[config.mk]
export PLATFORM = sky130hd
export DESIGN_NAME = la_deglitch
export DESIGN_NICKNAME = d
export VERILOG_FILES = /design/src/rtl/la_deglitch_sync.sv /design/src/rtl/la_deglitch.sv
export SDC_FILE = /design/constraint.sdc
export NUM_CORES = 1
export LEC_CHECK = 0
export CORE_MARGIN = 10
export CORE_UTILIZATION = 25
export DETAILED_ROUTE_END_ITERATION = 10
export SETUP_SLACK_MARGIN = 0.02
export SYNTH_ARGS = -nofsm -noshare
export SYNTH_HDL_FRONTEND = slang
export SYNTH_HIERARCHICAL = 1
export SYNTH_SLANG_ARGS = --single-unit
[constraint.sdc]
create_clock -name clk -period 1.91 [get_ports clk]
set_input_delay 0.573 -clock clk [delete_from_list [all_inputs] [get_ports clk]]
set_output_delay 0.573 -clock clk [all_outputs]
set_load 0.01 [all_outputs]
[src/rtl/la_deglitch_sync.sv]
// Resettable multi-flop synchronizer for the la_deglitch input.
// The flop chain sits in a distinctly named generate scope so library flows can find and map it.
module la_deglitch_sync #(
   parameter string PROP       = "DEFAULT",
   parameter int    SYNCSTAGES = 2,
   parameter logic  RSTVAL     = 1'b0
) (
   input  logic clk,
   input  logic nreset,
   input  logic in,
   output logic q
);

   if (PROP == "DEFAULT") begin : g_generic
      (* async_reg = "true" *) logic [SYNCSTAGES-1:0] chain;

      always_ff @(posedge clk or negedge nreset) begin
         if (!nreset) begin
            chain <= {SYNCSTAGES{RSTVAL}};
         end else begin
            chain[0] <= in;
            for (int i = 1; i < SYNCSTAGES; i++) begin
               chain[i] <= chain[i-1];
            end
         end
      end

      assign q = chain[SYNCSTAGES-1];
   end else begin : g_lib_sync
      // Non-default PROP: the flow swaps this scope for a dedicated synchronizer cell.
      (* async_reg = "true", dont_touch = "true" *) logic [SYNCSTAGES-1:0] chain;

      always_ff @(posedge clk or negedge nreset) begin
         if (!nreset) begin
            chain <= {SYNCSTAGES{RSTVAL}};
         end else begin
            chain[0] <= in;
            for (int i = 1; i < SYNCSTAGES; i++) begin
               chain[i] <= chain[i-1];
            end
         end
      end

      assign q = chain[SYNCSTAGES-1];
   end

endmodule

[src/rtl/la_deglitch.sv]
// Registered glitch filter: synchronizes in, passes a level change only after it has
// been stable for limit+1 cycles, and emits registered one-cycle rise/fall pulses.
module la_deglitch #(
   parameter string PROP       = "DEFAULT",
   parameter int    SYNCSTAGES = 2,
   parameter int    CNTW       = 4,
   parameter logic  RSTVAL     = 1'b0
) (
   input  logic            clk,
   input  logic            nreset,
   input  logic            in,
   input  logic            en,
   input  logic [CNTW-1:0] limit,
   output logic            out,
   output logic            rise,
   output logic            fall
);

   if (SYNCSTAGES < 1 || SYNCSTAGES > 4) begin : g_bad_syncstages
      $fatal(1, "la_deglitch: SYNCSTAGES must be within 1..4");
   end

   logic            s;
   logic [CNTW-1:0] cnt;

   la_deglitch_sync #(
      .PROP       (PROP),
      .SYNCSTAGES (SYNCSTAGES),
      .RSTVAL     (RSTVAL)
   ) u_sync (
      .clk    (clk),
      .nreset (nreset),
      .in     (in),
      .q      (s)
   );

   // cnt is cleared whenever it reaches limit, so it never exceeds limit and cannot wrap.
   always_ff @(posedge clk or negedge nreset) begin
      if (!nreset) begin
         out  <= RSTVAL;
         cnt  <= '0;
         rise <= 1'b0;
         fall <= 1'b0;
      end else begin
         rise <= 1'b0;
         fall <= 1'b0;
         if (!en || (s == out)) begin
            cnt <= '0;
         end else if (cnt >= limit) begin
            out  <= s;
            cnt  <= '0;
            rise <= s;
            fall <= ~s;
         end else begin
            cnt <= cnt + 1'b1;
         end
      end
   end

endmodule

# Word level (Yosys, flattened, before mapping)
# Index checks and enable logic that the tools add are counted.
# classes
add_sub_neg	1
magnitude_cmp	1
n_eq_ne	1
n_mux	6
n_bitwise	2
n_reduce_logical	3
# op_table
operator	count
2-to-1 mux 4 bit	2
adder 4 x 1 -> 4 bit, second input constant	1
>= comparator 4 bit	1
2-to-1 mux 1 bit	4
inverter 1 bit	2
AND reduction 2 bit	1
== test 1 bit	1
logical NOT 1 bit	1
logical OR 1 bit	1
# totals
regBits	9
out_inout_bits	3
word_cells	19

# Depth between registers and ports, before layout
# Gate-level depths: netlist of run 1.
# logic_depth
word_depth	4
mapped_depth	5
ltp_nobuf	5

# By module
# The synthesis of run 1 kept the hierarchy.
# modules_own_cells
module	instances	cells_each	area_per_inst_um2	seq_area_each_um2
la_deglitch	1	36	399.1	175.2
la_deglitch_sync	1	2	50.0	50.0

# Least setup slack after synthesis of run 1
# OpenSTA, ideal clock, no wires.
# synth_path
path_type	input to register
start	input limit[3]
end	register fall
t_arrival_ns	1.477
slack_ns	0.312
cell_stages	5
path_cell_list	inv_1 ha_1 a21oi_1 o21a_1 and4bb_2
# synth_between
elab_chain_cells	3
# synth_lines
element	line	rtl
start: declaration	la_deglitch.sv:13	input logic [CNTW-1:0] limit,
>= comparator 4 bit	la_deglitch.sv:49	end else if (cnt >= limit) begin
2-to-1 mux 1 bit	la_deglitch.sv:49	
2-to-1 mux 1 bit	la_deglitch.sv:47	if (!en || (s == out)) begin
end signal: assignment	la_deglitch.sv:53	fall <= ~s;
end: declaration	la_deglitch.sv:16	output logic fall
# Every way passes these cells.
# A chain may end at the register's enable or synchronous reset.

# Worst setup path in the final report of run 1
# layout_path
start	input limit[1]
end	register fall
# Same word-level chain as after synthesis.

==> impl_results.md, run 1 <==
- Status: finished clean
- First-pass GRT wire length: about 1.6 mm
- Iteration-0 DRC Markers: 8
- Final Util: 37.80%
- CP Max Fanout: 3
- Detailed Place HPWL: 653.7 um
- Vias in the first global route: approximately 360
- Class of the worst hold path: reg2reg
- IR drop worst, VDD: 0.0002812 V
- Fin crit period: approximately 1800 ps
- Total negative setup slack: 0 ps
- Nets: 68
- Placer Congestion: approximately 0.69
- Cts hold-fix bufs: 0
- CP endpoint kind: flop
- CTS tree: done
- Distinct cell type count after synthesis: 16
- Total CTS buffers: 3
- Reg clk slew, reported paths: 60 ps
- Syn Inst Count: 38
- Worst reg2reg startpoint: cnt[0]$_DFF_PN0_
- Largest net degree at the start of global routing: 10
- Clock skew: 0.9242 ps
- Clock Latency Late Sink: roughly 250 ps
- GRT overflow: 0
- Hold Vio Cnt, Final: 0
- Core Rows: 15
- Initial antenna violation count: 0
- Via density: between 4 and 5
- Clk buf depth: 2
- Top cell type's share of synthesized area: 50.14%
- PD cells: about 660 nW/um^2
- Setup ws final: slightly below 100 ps
- GRT Util Overall: 4.987%
- Ys Warns: 6
- Final std cell area, no fill: 645.6 um^2
- Period utilisation layout: 94.82%
- Max-capacitance violation count: 0
- Layout cell share with drive strength beyond 1: 24.07%
- Mapped cell area: 449.2 um^2
- RSZ-0062 raised after global routing: yes
- Die Y: 62.39 um
- Worst Path Required: 2060 ps
- # DRC: 0
- Seq/Total Area, Yosys: 50.14%
- CP Data Arrival Time: 1960 ps
- Via count: 321
- Worst setup path start: limit[1]
- Hold wc startpoint: u_sync/g_generic.chain[0]$_DFF_PN0_
- Routed Antenna Nets: 0
- Leak Pwr: 0.2845 nW
- Worst slew margin: about three quarters
- Core area: ~1700 um^2
- Synth area leaders: dfrtp_1, ha_1, and4bb_2
- Pre-CTS worst setup slack: -242.3 ps
- Final Max Slew Viols: 0
- Fmax: approximately 550 MHz
- CTS Sinks: 9
- Worst Max-Slew Pin Slew: around 400 ps
- Setup-failing EPs final: 0
- I/O Buffers: 10
- Mean Syn Cell Area: 11.82 um^2
- Placement Cell Area: around 600 um^2
- 1st-pass router iterations: 3
- Leading area contributor after synthesis: dfrtp_1
- Synth Register Bits: 9
- Starting Density: approximately a quarter
- Syn_nets: 51
- DR WL/cell: 10.59 um
- # IOs: 11
- ANT cells: 0
- Type of the worst setup path: in2reg
- Die area: 3892 um^2
- Number of H-tree levels: 1
- Leading cell type in the layout, fill and taps excluded: clkdlybuf4s50_1
- Final wirelength: 837 um
- Chip Width: 62.39 um
- Layout area overhead: 43.73%
- CTS root buf: clkbuf_4
- Commonest cells after routing, fill and taps aside: clkdlybuf4s50_1, dfrtp_1, inv_1
- Startpoint types: primary input
## worst max-delay path, cell delays in order
cell and delay [ps]:
clkdlybuf4s50_1 460, inv_1 40, ha_1 290, o211ai_2 200, o21a_1 160, and4bb_2 240
## path summary, 6_finish.rpt
kind	to	slack, ps	depth (start not counted)
min in group asynchronous	u_sync/g_generic.chain[0]$_DFF_PN0_	610	1
hold reg to reg	u_sync/g_generic.chain[1]$_DFF_PN0_	360	0
hold / removal	u_sync/g_generic.chain[1]$_DFF_PN0_	360	0
setup / recovery	fall$_DFF_PN0_	100	6
max in group asynchronous	out$_DFFE_PN0P_	1000	1
setup reg to reg	fall$_DFF_PN0_	460	5
## area by class of cell
cell class | instances | area (um^2)
Timing Repair Buffer | 12 | 115.1
Fill cell | 177 | 1062
Sequential cell | 9 | 226.5
Multi-Input combinational cell | 24 | 227.7
Inverter | 5 | 18.77
Tap cell | 25 | 31.28
Clock buffer | 4 | 26.28
## sequential cells by signal, indices dropped and copies added, names as in the netlist
signal	cells
cnt	4
fall	1
out	1
u_sync/g_generic.chain	2
rise	1
## stage by stage
step | total power (W) | instances | hold slack (ps)
after CTS | 0.0004299 | 78 | 357.2
after floorplan | 0.0002449 | 38 | 277.4
after global placement | 0.0002807 | 74 | 337.2
after detailed placement | 0.0002814 | 74 | 343.6
final | 0.0004243 | 79 | 355.0
after global routing | 0.0004551 | 79 | 368.8
## kinds of logic after synthesis
| family | after synthesis | share of synthesized area (%) |
|---|---|---|
| compound gates | 6 | 10.86 |
| xor+xnor | 3 | 5.851 |
| fa+ha+maj | 5 | 13.93 |
| buf+inv | 5 | 4.179 |
| flops | 9 | 50.14 |
| simple gates | 10 | 15.04 |
## cells in the mapped netlist
cell	number
a21oi_1	1
and4bb_2	2
dfrtp_1	9
ha_1	5
inv_1	5
nand2_1	1
nand2b_1	1
nand3_1	1
nor2_1	4
nor3b_2	1
o2111ai_1	1
o211ai_1	2
o211ai_2	1
o21a_1	1
xnor2_1	1
xor2_1	2
## metal layers
metal / routed length [um] / track usage, % / up-vias
met5: 0 / 0 / -
met4: 6 / 4.190 / 0
met3: 39 / 1.434 / 2
met2: 369 / 7.051 / 7
met1: 421 / 6.027 / 148
li1: - / - / 164
## power by group
part / internal (W) / total [W] / switching (W)
sequential: 0.000200 / 0.000210 / 0.00000977
combinational: 0.0000409 / 0.0000709 / 0.0000301
clock: 0.0000803 / 0.000143 / 0.0000632
total: 0.000321 / 0.000424 / 0.000103
## repair_timing
| action | in CTS | in global routing |
|---|---|---|
| hold endpoints to repair | 0 | 0 |
| gates resized for setup | 0 | 4 |
| buffers inserted | 0 | 1 |
| setup endpoints to repair | 0 | 7 |
(Power assumes the default switching activity.)
==> run 2, diff against run 1 <==
--- a/config.mk
+++ b/config.mk
@@ -5,6 +5,7 @@
 export SDC_FILE = /design/constraint.sdc
 export NUM_CORES = 1
 export LEC_CHECK = 0
+export CAP_MARGIN = 20
 export CORE_MARGIN = 10
 export CORE_UTILIZATION = 25
 export DETAILED_ROUTE_END_ITERATION = 10
==> results of run 2 <==
The final DEF is identical to that of run 1; final timing and power are the same.
